<file path="src/rtl/neuraedge_npu_50tops_top.sv">
// neuraedge_npu_50tops_top
// Control and status shell of the NeuraEdge 50-TOPS NPU prototype.
//
// Purpose:
//   - Zero-wait CSR bus. Register writes commit on the clock edge and reads are
//     a combinational decode of the address.
//   - 512-bit ingress beat port. Accepted beats are counted and their bytes summed.
//   - Power and thermal throttle status.
//   - Token-bucket admission for the shared-DRAM contention wrapper, controlled
//     through CONT (0xD4).
//
// Ports:
//   clk                      sole clock, rising edge
//   reset                    synchronous, active-low
//   power_mode[7:0]          mirrored in STATUS[15:8]
//   system_power_budget_mw   throttle input (budget floor BUDGET_MIN_MW)
//   chip_temperature[7:0]    throttle input (limit TEMP_LIMIT)
//   performance_target_tops  mirrored in PERF[15:0]
//   global_sparsity_enable   mirrored in STATUS[16]
//   global_sparsity_mode     mirrored in STATUS[18:17]
//   global_precision_mode    mirrored in STATUS[20:19]
//   data_in[511:0]           ingress beat, byte k = data_in[8k+7:8k]
//   data_valid               ingress beat offered this cycle
//   csr_valid/csr_write      CSR request, 1 = write
//   csr_addr[7:0]            byte address, word aligned
//   csr_wdata[31:0]          write data
//   csr_rdata[31:0]          read data (0 when not a read)
//   csr_ready                equals csr_valid
module neuraedge_npu_50tops_top #(
   parameter logic [31:0] ID_VALUE      = 32'h4E45_5032,
   parameter logic [7:0]  TEMP_LIMIT    = 8'd95,
   parameter logic [15:0] BUDGET_MIN_MW = 16'd500
) (
   input  logic         clk,
   input  logic         reset,
   input  logic [7:0]   power_mode,
   input  logic [15:0]  system_power_budget_mw,
   input  logic [7:0]   chip_temperature,
   input  logic [15:0]  performance_target_tops,
   input  logic         global_sparsity_enable,
   input  logic [1:0]   global_sparsity_mode,
   input  logic [1:0]   global_precision_mode,
   input  logic [511:0] data_in,
   input  logic         data_valid,
   input  logic         csr_valid,
   input  logic         csr_write,
   input  logic [7:0]   csr_addr,
   input  logic [31:0]  csr_wdata,
   output logic [31:0]  csr_rdata,
   output logic         csr_ready
);

   localparam int DATA_W = 512;
   localparam int NBYTES = DATA_W / 8;

   localparam logic [7:0] A_ID     = 8'h00;
   localparam logic [7:0] A_CTRL   = 8'h04;
   localparam logic [7:0] A_STATUS = 8'h08;
   localparam logic [7:0] A_PERF   = 8'h0C;
   localparam logic [7:0] A_BEATS  = 8'h10;
   localparam logic [7:0] A_SUM    = 8'h14;
   localparam logic [7:0] A_CONT   = 8'hD4;
   localparam logic [7:0] A_STALLS = 8'hD8;
   localparam logic [7:0] A_TOKENS = 8'hDC;

   // Sum of all bytes of one beat; 64 * 255 fits in 14 bits.
   function automatic logic [13:0] byte_sum(input logic [DATA_W-1:0] beat);
      logic [13:0] acc;
      acc = '0;
      for (int k = 0; k < NBYTES; k++) begin
         acc = acc + {6'd0, beat[8*k +: 8]};
      end
      return acc;
   endfunction

   // Registered state
   logic        ctrl_en;
   logic        cont_en;
   logic [7:0]  tok_max;
   logic [7:0]  refill_per;
   logic [31:0] beats;
   logic [31:0] sum;
   logic [31:0] stalls;
   logic [7:0]  tokens;
   logic [7:0]  refill_cnt;

   // Combinational control
   logic        csr_wr;
   logic        csr_rd;
   logic        throttle;
   logic [7:0]  refill_eff;
   logic        offered;
   logic        accept;
   logic        stall;
   logic        clear;
   logic        cont_wr;
   logic        cont_rise;
   logic        refill_evt;
   logic        consume;
   logic [7:0]  tok_next;

   assign csr_ready = csr_valid;
   assign csr_wr    = csr_valid & csr_write;
   assign csr_rd    = csr_valid & ~csr_write;

   assign throttle  = (chip_temperature >= TEMP_LIMIT) |
                      (system_power_budget_mw < BUDGET_MIN_MW);

   // A refill period of 0 behaves as 1 (refill every cycle).
   assign refill_eff = (refill_per == 8'd0) ? 8'd1 : refill_per;

   assign offered = data_valid & ctrl_en;
   assign accept  = offered & ~throttle & (~cont_en | (tokens != 8'd0));
   assign stall   = offered & ~accept;
   assign consume = accept & cont_en;

   assign clear     = csr_wr & (csr_addr == A_CTRL) & csr_wdata[1];
   assign cont_wr   = csr_wr & (csr_addr == A_CONT);
   assign cont_rise = cont_wr & csr_wdata[0] & ~cont_en;

   // ">=" lets the counter recover when the period is shortened below its value.
   assign refill_evt = cont_en & (refill_cnt >= (refill_eff - 8'd1));

   // Token update. Refill and consume in the same cycle cancel. The result is
   // clamped to the bucket depth, which also covers a shrunk TOK_MAX.
   always_comb begin
      tok_next = tokens;
      if (refill_evt && !consume) begin
         tok_next = (tokens >= tok_max) ? tok_max : tokens + 8'd1;
      end else if (consume && !refill_evt) begin
         tok_next = tokens - 8'd1;
      end
      if (tok_next > tok_max) begin
         tok_next = tok_max;
      end
   end

   always_ff @(posedge clk) begin
      if (!reset) begin
         ctrl_en    <= 1'b1;
         cont_en    <= 1'b0;
         tok_max    <= 8'd4;
         refill_per <= 8'd1;
         beats      <= '0;
         sum        <= '0;
         stalls     <= '0;
         tokens     <= 8'd4;
         refill_cnt <= '0;
      end else begin
         if (csr_wr && csr_addr == A_CTRL) begin
            ctrl_en <= csr_wdata[0];
         end
         if (cont_wr) begin
            cont_en    <= csr_wdata[0];
            tok_max    <= csr_wdata[15:8];
            refill_per <= csr_wdata[23:16];
         end

         // Enabling contention starts from a full bucket and a fresh period.
         if (cont_rise) begin
            tokens     <= csr_wdata[15:8];
            refill_cnt <= '0;
         end else begin
            tokens <= tok_next;
            if (cont_en) begin
               refill_cnt <= refill_evt ? 8'd0 : refill_cnt + 8'd1;
            end
         end

         // A clear takes priority over a same-cycle accept or stall.
         if (clear) begin
            beats  <= '0;
            sum    <= '0;
            stalls <= '0;
         end else begin
            if (accept) begin
               beats <= beats + 32'd1;
               sum   <= sum + {18'd0, byte_sum(data_in)};
            end
            if (stall) begin
               stalls <= stalls + 32'd1;
            end
         end
      end
   end

   always_comb begin
      csr_rdata = '0;
      if (csr_rd) begin
         case (csr_addr)
            A_ID:     csr_rdata = ID_VALUE;
            A_CTRL:   csr_rdata = {31'd0, ctrl_en};
            A_STATUS: csr_rdata = {11'd0, global_precision_mode, global_sparsity_mode,
                                   global_sparsity_enable, power_mode, 7'd0, throttle};
            A_PERF:   csr_rdata = {16'd0, performance_target_tops};
            A_BEATS:  csr_rdata = beats;
            A_SUM:    csr_rdata = sum;
            A_CONT:   csr_rdata = {8'd0, refill_per, tok_max, 7'd0, cont_en};
            A_STALLS: csr_rdata = stalls;
            A_TOKENS: csr_rdata = {24'd0, tokens};
            default:  csr_rdata = '0;
         endcase
      end
   end

endmodule

</file>
<file path="config.mk">
export PLATFORM = sky130hd
export DESIGN_NAME = neuraedge_npu_50tops_top
export DESIGN_NICKNAME = d
export VERILOG_FILES = /design/src/rtl/neuraedge_npu_50tops_top.sv
export SDC_FILE = /design/constraint.sdc
export NUM_CORES = 1
export LEC_CHECK = 0
export CORE_MARGIN = 2
export CORE_UTILIZATION = 35
export CTS_CLUSTER_DIAMETER = 80
export DETAILED_ROUTE_END_ITERATION = 16
export HOLD_SLACK_MARGIN = 0.12
export SLEW_MARGIN = 15
export SYNTH_ARGS = -nofsm -noshare
export SYNTH_HDL_FRONTEND = slang
export SYNTH_SLANG_ARGS = --single-unit
</file>
<file path="constraint.sdc">
create_clock -name clk -period 21.7 [get_ports clk]
set_input_delay 4.34 -clock clk [delete_from_list [all_inputs] [get_ports clk]]
set_output_delay 4.34 -clock clk [all_outputs]
set_load 0.005 [all_outputs]
</file>
Yosys cells after proc, flatten, opt, wreduce, memory -nomap -nowiden --
Index checks and enable logic that the tools add are counted.
Cells by class: add/sub/neg operators 70, magnitude comparators 5, eq/ne operators 8, multiplexer cells 9, bitwise operators 20, reductions and logical operators 10
Operator list (number):
- adder 14 x 8 -> 14 bit | 57
- one-hot mux 32 bit (9 select lines) | 1
- adder 32 x 1 -> 32 bit, second input constant | 2
- 2-to-1 mux 8 bit | 7
- adder 32 x 14 -> 32 bit | 1
- 2-to-1 mux 32 bit | 1
- equality test 8 bit, second input constant | 3
- adder 8 x 1 -> 8 bit, second input constant | 2
- equality test 8 x 4 -> 1 bit, second input constant | 2
- equality test 8 x 5 -> 1 bit, second input constant | 2
- >= comparator 8 bit | 2
- zero test 8 bit | 2
- less-than comparator 16 x 9 -> 1 bit, second input constant | 1
- subtractor 8 x 1 -> 8 bit, second input constant | 2
- adder 13 x 8 -> 14 bit | 1
- adder 12 x 8 -> 13 bit | 1
- bitwise AND 1 bit | 13
- adder 11 x 8 -> 12 bit | 1
- adder 10 x 8 -> 11 bit | 1
- adder 9 x 8 -> 10 bit | 1
- adder 8 x 8 -> 9 bit | 1
- equality test 8 x 3 -> 1 bit, second input constant | 1
- >= comparator 8 x 7 -> 1 bit, second input constant | 1
- greater-than comparator 8 bit | 1
- 6 further kinds | 15
Storage, ports and cells: bits in registers 130, input bits 610, word-level logic and storage cells 131

Longest topological paths before layout --
Gate-level depths: netlist of the first run.
word-level depth 64, mapped depth 27, gate-level depth less buffers 26

Worst setup path before layout of the first run --
OpenSTA, ideal clock, no wires.
path type input to register, start input data_in[387], end register sum[29], library setup time 70 ps, arrival 11539 ps, required time 21630 ps, slack 10091 ps, stages 25, buffers on the path 1, cell sequence inv_1 -> fa_1 -> inv_1 -> fa_1 -> fa_1 -> inv_1 -> fa_1 -> fa_1 -> fa_1 -> inv_1 -> fa_1 -> fa_1 -> inv_1 -> fa_1 -> fa_1 -> inv_1 -> ha_1 -> a211oi_1 -> o21ai_0 -> a41oi_1 -> nor4_1 -> o22ai_1 -> clkbuf_1 -> or4_1 -> a21oi_1
On the way: longest elaborated chain between the ends 17
Ends and longest elaborated chain:
- from (decl) | line 43 | input logic [511:0] data_in,
- adder 14 x 8 -> 14 bit (16 in series) | line 71 | acc = acc + {6'd0, beat[8*k +: 8]};
- adder 32 x 14 -> 32 bit | line 178 | sum <= sum + {18'd0, byte_sum(data_in)};
- to (signal assigned) | line 178
- to (decl) | line 82 | logic [31:0] sum;
Every way passes these cells. A chain may end at the register's enable or synchronous reset.

Worst setup path after layout of the first run --
start input data_in[316], end register sum[31]
On the way: longest elaborated chain between the ends 26
Ends and longest elaborated chain (line):
- adder 14 x 8 -> 14 bit (25 in series) | 71
- adder 32 x 14 -> 32 bit | 178
Every way passes these cells.

==> impl_results.md, run 1 <==
- Status: finished clean
- Number of clock sinks: between 100 and 150
- Synth warn: 0
- Unrepaired setup endpoints after global routing: false
- Total Routing Usage GR: roughly a quarter
- Syn nets: about 3600
- Layout net count: 4181
- PortBufs: between 600 and 700
- MaxCap Viol Count: 0
- Post-Syn Area: ~22000 um2
- CTS Hold Buffers Added: 0
- 1st-iter DRT viols: around 1000
- Hold Vio Cnt, Final: 0
- Dominant cells by area after synthesis: fa_1 (45%), inv_1 (12%), dfxtp_1 (12%), ha_1 (6.9%), nor2_1 (2.1%)
- Required time worst endpoint: ~22 ns
- Number of synthesized flops with an enable pin: 0
- Fill cell count: slightly below 6000
- Htree depth: 4
- CP peak stage delay: 0.65 ns
- Sequential cell area fraction in the yosys report: a little under an eighth
- CP most frequent cell: fa_1
- Post-route setup TNS: 0 ns
- Antenna violations before repair: 5
- Routed via count: 18143
- Initial Util: between 30% and 40%
- Drt total wl: roughly 82 mm
- Share of cells above drive strength 1: about 2.4%
- Routability cong.: roughly 0.97
- Worst setup SP type: input port
- Slew @ Worst Pin: roughly 1.2 ns
- Worst min path class: reg2reg
- Post-synth ARST share: 0%
- Worst setup path class: in2reg
- Normalized max-slew margin: 22.6%
- Pre-Repair DR Iteration Count: 5
- Vias in the first global route: 19899
- DR DRC count: 0
- Die Span X: between 200 and 300 um
- Footprint of the multi-input gates: ~17000 um2
- Register area: ~2600 um2
- Clk buf depth: 2
- Synthesized area per cell: ~9.4 um2
- Drt via density: between 4 and 5
- Data arrival time of the critical path: 13.01 ns
- Yosys cell types: approximately 80
- Largest net degree at the start of global routing: between 80 and 90
- Core Area: 62900 um2
- CTS tree: yes
- Overflow after GRT: 0
- Full die area: roughly 65000 um2
- Final Setup Violations: 0
- Critical-path cell list: clkdlybuf4s50_1 > inv_1 > fa_1 > inv_1 > fa_1 > fa_1 > fa_1 > inv_1 > fa_1 > fa_1 > inv_1 > fa_1 > fa_1 > fa_1 > fa_1 > ha_1 > o21ai_0 > o21ai_0 > a41oi_1 > nor4_1 > o22ai_1 > or4_1 > a21oi_1
- Final HPWL DP: roughly 75 mm
- Rows: 92
- P&R area growth vs syn: 35.1%
- Commonest non-fill, non-tap cell in the layout: inv_1
- # resized after CTS: 0
- Main flop type after synthesis: dfxtp_1
- Final critical-path share of the clock period: between 50 and 60%
- Critical path peak fanout: 14
- Max Fclk: approximately 79 MHz
- Clock-pin slew of the registers on the worst-case setup and hold paths: ~0.06 ns
- Worst Skew: between 0.009 and 0.01 ns
- Most frequent cells in the layout: inv_1 (730), clkdlybuf4s50_1 (626), fa_1 (497), dfxtp_1 (130), ha_1 (122)
- Io pins: approximately 640
- Global-route wire length before repair: approximately 130 mm
- Clk_lat worst skew: between 0.4 and 0.5 ns
- Syn Inst Count: roughly 2400
- Top cell type's share of synthesized area: 44.8%
- Critical path's slowest cell: fa_1
- Average routed wire per standard cell: about 22 um
- R2R Setup Slk: about 14 ns
- Slew Viols, Final: 0
- Num CTS Buffers: 17
- Root buf cell: clkbuf_16
- Yosys reg bits: 130
- Setup crit end kind: flip-flop
- Detail Route Antenna Nets: 0
- Crit path time final: 12.66 ns
- Post-CTS setup buffers: 0
- Die extent in y: 256 um
- Dominant cell type by area after synthesis: fa_1
critical path: cells and delay by family:
| kind | cells | cell delay (ns) |
|---|---|---|
| adders and majority gates | 11 | 5.50 |
| AOI/OAI and AO/OA | 5 | 1.37 |
| and+or+nand+nor | 2 | 1.05 |
| buffers and inverters | 5 | 0.74 |
through the flow:
step / std cells / hold slack (ns) / worst slack, ns / instance area [um2] / utilization, %
floorplan: 2360 / 0.449 / 10.09 / 22200 / -
global placement: 3779 / 0.472 / 8.75 / 29300 / 46.7
detailed placement: 3779 / 0.481 / 8.65 / 29300 / 46.7
CTS: 3810 / 0.489 / 9.05 / 30000 / 47.7
global route: 3810 / 0.514 / 8.70 / 30000 / 47.7
finish: 3811 / 0.487 / 9.04 / 30000 / 47.7
cell families (layout without fill, tap and decap cells):
group,after synthesis,after routing,share of synthesized area (%)
AOI/OAI and AO/OA,276,276,8.58
xor gates and xnor gates,76,76,3.00
other,0,1,0
DFF,130,130,11.7
buffers and inverters,791,1395,13.6
muxes,24,24,1.08
and+or+nand+nor,444,444,10.4
adders and majority gates,619,619,51.7
cell usage after synthesis, types with 7 or more instances:
| cell type | n |
|---|---|
| a21o_1 | 11 |
| a21oi_1 | 67 |
| a222oi_1 | 8 |
| a22oi_1 | 51 |
| a31oi_1 | 22 |
| and2_1 | 15 |
| and3_1 | 31 |
| and4_1 | 10 |
| buf_2 | 7 |
| clkbuf_1 | 45 |
| dfxtp_1 | 130 |
| fa_1 | 497 |
| ha_1 | 122 |
| inv_1 | 730 |
| mux2i_1 | 24 |
| nand2_1 | 92 |
| nand2b_1 | 12 |
| nand3_1 | 48 |
| nand4_1 | 19 |
| nor2_1 | 122 |
| nor3_1 | 28 |
| nor4_1 | 9 |
| o211ai_1 | 7 |
| o21a_1 | 15 |
| o21ai_0 | 34 |
| o31ai_1 | 9 |
| or3_1 | 14 |
| or4_1 | 9 |
| xnor2_1 | 46 |
| xor2_1 | 30 |
area by class of cell:
class	count	share of cell area, %
Sequential cell	130	8.68
Multi-Input combinational cell	1439	55.4
Timing Repair Buffer	634	21.1
Inverter	730	9.13
Antenna cell	1	0.00834
Tap cell	846	3.53
Clock buffer	23	1.66
Clock inverter	8	0.496
sequential cells by signal, indices dropped and copies added, names as in the netlist:
name and flops:
beats 32, stalls 32, sum 32, refill_cnt 8, refill_per 8, tok_max 8, tokens 8, cont_en 1
ctrl_en 1
worst paths after layout:
kind                                           start              endpoint  cells past startpoint
worst max register to register   sum[8]$_SDFFE_PP0P_  sum[31]$_SDFFE_PP0P_                     20
worst min register to register  sum[15]$_SDFFE_PP0P_  sum[15]$_SDFFE_PP0P_                      2
worst max-delay path                    data_in[316]  sum[31]$_SDFFE_PP0P_                     23
worst min-delay path            sum[15]$_SDFFE_PP0P_  sum[15]$_SDFFE_PP0P_                      2
routing by layer:
layer  up-vias  part of all wire (%)  track usage, %
met2       529                    50            44.2
met5         -                 0.064               0
li1       8381                     -               -
met1      9154                    44            35.5
met3        71                   4.5            3.73
met4         8                   1.2            3.12
Power of run 1 is left out: the tool's default activity adds up to more than one toggle a clock period on the data nets, which glitch-free logic cannot reach.
==> run 2, diff against run 1 <==
clock period = 10.2 ns   (was 21.7 ns; I/O delays follow)
==> impl_results.md, run 2 (synthesis gave the netlist of run 1 again) <==
- Status: finished clean
- Worst Hold Launch: sum[31]$_SDFFE_PP0P_
- Average routed wire per standard cell: 21.6 um (about the same)
- Drt via density: 4.73 (-0.55%)
- Data arrival time of the critical path: 10.13 ns (-2.88 ns)
- Fin cells: 3836 (+0.66%)
- Met3 usage: 4.49% (+0.75 points)
- Commonest non-fill, non-tap cell in the layout: inv_1
- CTS Hold Buffers Added: 0 (unchanged)
- Die extent in y: 256 um (unchanged)
- Slew Viols, Final: 0 (unchanged)
- Post-CTS setup buffers: 0 (unchanged)
- Clock-pin slew of the registers on the worst-case setup and hold paths: 0.06 ns (about the same)
- Crit. Startpoint: data_in[394]
- MaxCap Viol Count: 0 (unchanged)
- Drt total wl: 82.7 mm (+0.65%)
- Met2 Use GR: 44.5% (+0.28 points)
- Grt peak-use layer: met2
- Share of cells above drive strength 1: 3.28% (+0.85 points)
- Largest net degree at the start of global routing: 87 (unchanged)
- Global-route wire length before repair: 127 mm (+0.25%)
- Worst hold stages: 2 (unchanged)
- Final Setup Violations: 0 (unchanged)
- Final HPWL DP: 75.5 mm (+0.48%)
- Register area: 2600 um2 (unchanged)
- Worst hold slack: 0.493 ns (+0.00648 ns)
- Full die area: 65500 um2 (unchanged)
- Layout net count: 4204 (+0.55%)
- PortBufs: 626 (unchanged)
- Worst Skew: 0.0124 ns (+0.00301 ns)
- Htree depth: 4 (unchanged)
- P&R area growth vs syn: 36.0%
- Overflow after GRT: 0 (unchanged)
- Max Fclk: slightly above 100 MHz
- Antenna violations before repair: 11 (+6)
- Vias in the first global route: 20283 (+1.9%)
- Routed via count: 18162 (+0.10%)
- Setup crit end kind: flip-flop
- Core Area: 62900 um2 (unchanged)
- Fill cell count: 5939 (+0.30%)
- Worst R2R Start: sum[8]$_SDFFE_PP0P_
- Detail Route Antenna Nets: 0 (unchanged)
- Worst min path class: reg2reg
- DR DRC count: 0 (unchanged)
- Top Registers: beats (32), stalls (32), sum (32)
- Initial Util: 35.3% (unchanged)
- Critical path peak fanout: 10 (-4)
- Pre-Repair DR Iteration Count: 5 (unchanged)
- Hold Vio Cnt, Final: 0 (unchanged)
- Util after Layout: 48.0% (+0.30 points)
- Final worst slack: 0.408 ns (-8.63 ns)
- Clk buf depth: 2 (unchanged)
- Number of clock sinks: 130 (unchanged)
- Total Routing Usage GR: 25.7% (-0.033 points)
- Normalized max-slew margin: 22.0% (-0.58 points)
- Io pins: 643 (unchanged)
- Rows: 92 (unchanged)
- 1st-iter DRT viols: 982 (-3.2%)
- Unrepaired setup endpoints after global routing: false
- CTS tree: yes
- Required time worst endpoint: 10.54 ns (-11.51 ns)
- GRT met1 Usage: 34.7% (-0.85 points)
- Routability cong.: 0.928 (-4.4%)
- Inst Count DP: 3802 (+0.61%)
- Num CTS Buffers: 17 (unchanged)
- Crit path time final: 9.79 ns
- Most frequent cells in the layout: inv_1 (730), clkdlybuf4s50_1 (626), fa_1 (497), dfxtp_1 (130), ha_1 (122)
- Clk_lat worst skew: 0.42 ns (about the same)
- Worst setup path class: in2reg
- # resized after CTS: 0 (unchanged)
- Worst setup SP type: input port
- Slew @ Worst Pin: 1.17 ns (+0.00866 ns)
- Place WS: -0.195 ns (-8.85 ns)
- Die Span X: 256 um (unchanged)
- Root buf cell: clkbuf_16
- Final critical-path share of the clock period: around 96%
- Footprint of the multi-input gates: 16600 um2 (about the same)
- R2r worst-path depth: 22 (+10%)
-- run 2: metrics by stage --
stage               setup TNS (ns)  area [um2]
floorplan                        0       22200
detailed placement          -0.969       29500
CTS                              0       30200
global placement             -1.06       29500
global route                     0       30200
finish                           0       30200
-- run 2: worst max-delay path: stages --
cell and delay (ns):
clkdlybuf4s50_1 0.51, inv_1 0.07, fa_1 0.51, inv_1 0.07, fa_1 0.54, inv_1 0.06
fa_1 0.56, fa_1 0.46, fa_1 0.48, fa_1 0.55, inv_1 0.06, fa_1 0.49
fa_1 0.50, inv_1 0.05, fa_1 0.45, fa_1 0.53, inv_1 0.05, ha_1 0.28
a211oi_1 0.10, o21ai_1 0.24, a41oi_1 0.20, nor4_2 0.31, buf_4 0.16, o22ai_1 0.07
buf_4 0.18, or4_1 0.47, a21oi_1 0.15
-- run 2: path summary, 6_finish.rpt --
path                                        endpoint  slack [ns]
worst max-delay path            sum[31]$_SDFFE_PP0P_        0.41
worst min-delay path            sum[31]$_SDFFE_PP0P_        0.49
worst max register to register  sum[31]$_SDFFE_PP0P_        3.30
worst min register to register  sum[31]$_SDFFE_PP0P_        0.49
-- run 2: cell type report --
type	count	share of cell area, %
antenna	2	0.0166
tap	846	3.51
timing repair buffer	657	21.5
sequential	130	8.62
multi-input combinational	1439	55.1
inverter	730	9.08
clock inverter	15	0.767
clock buffer	17	1.41
-- run 2: per-layer routing --
metal	vias to the layer above	part of all wire [%]
li1	8414	-
met1	9146	43
met2	521	50
met3	63	5.2
met4	18	1.2
met5	-	0.15
Power of run 2 is left out for the same reason.
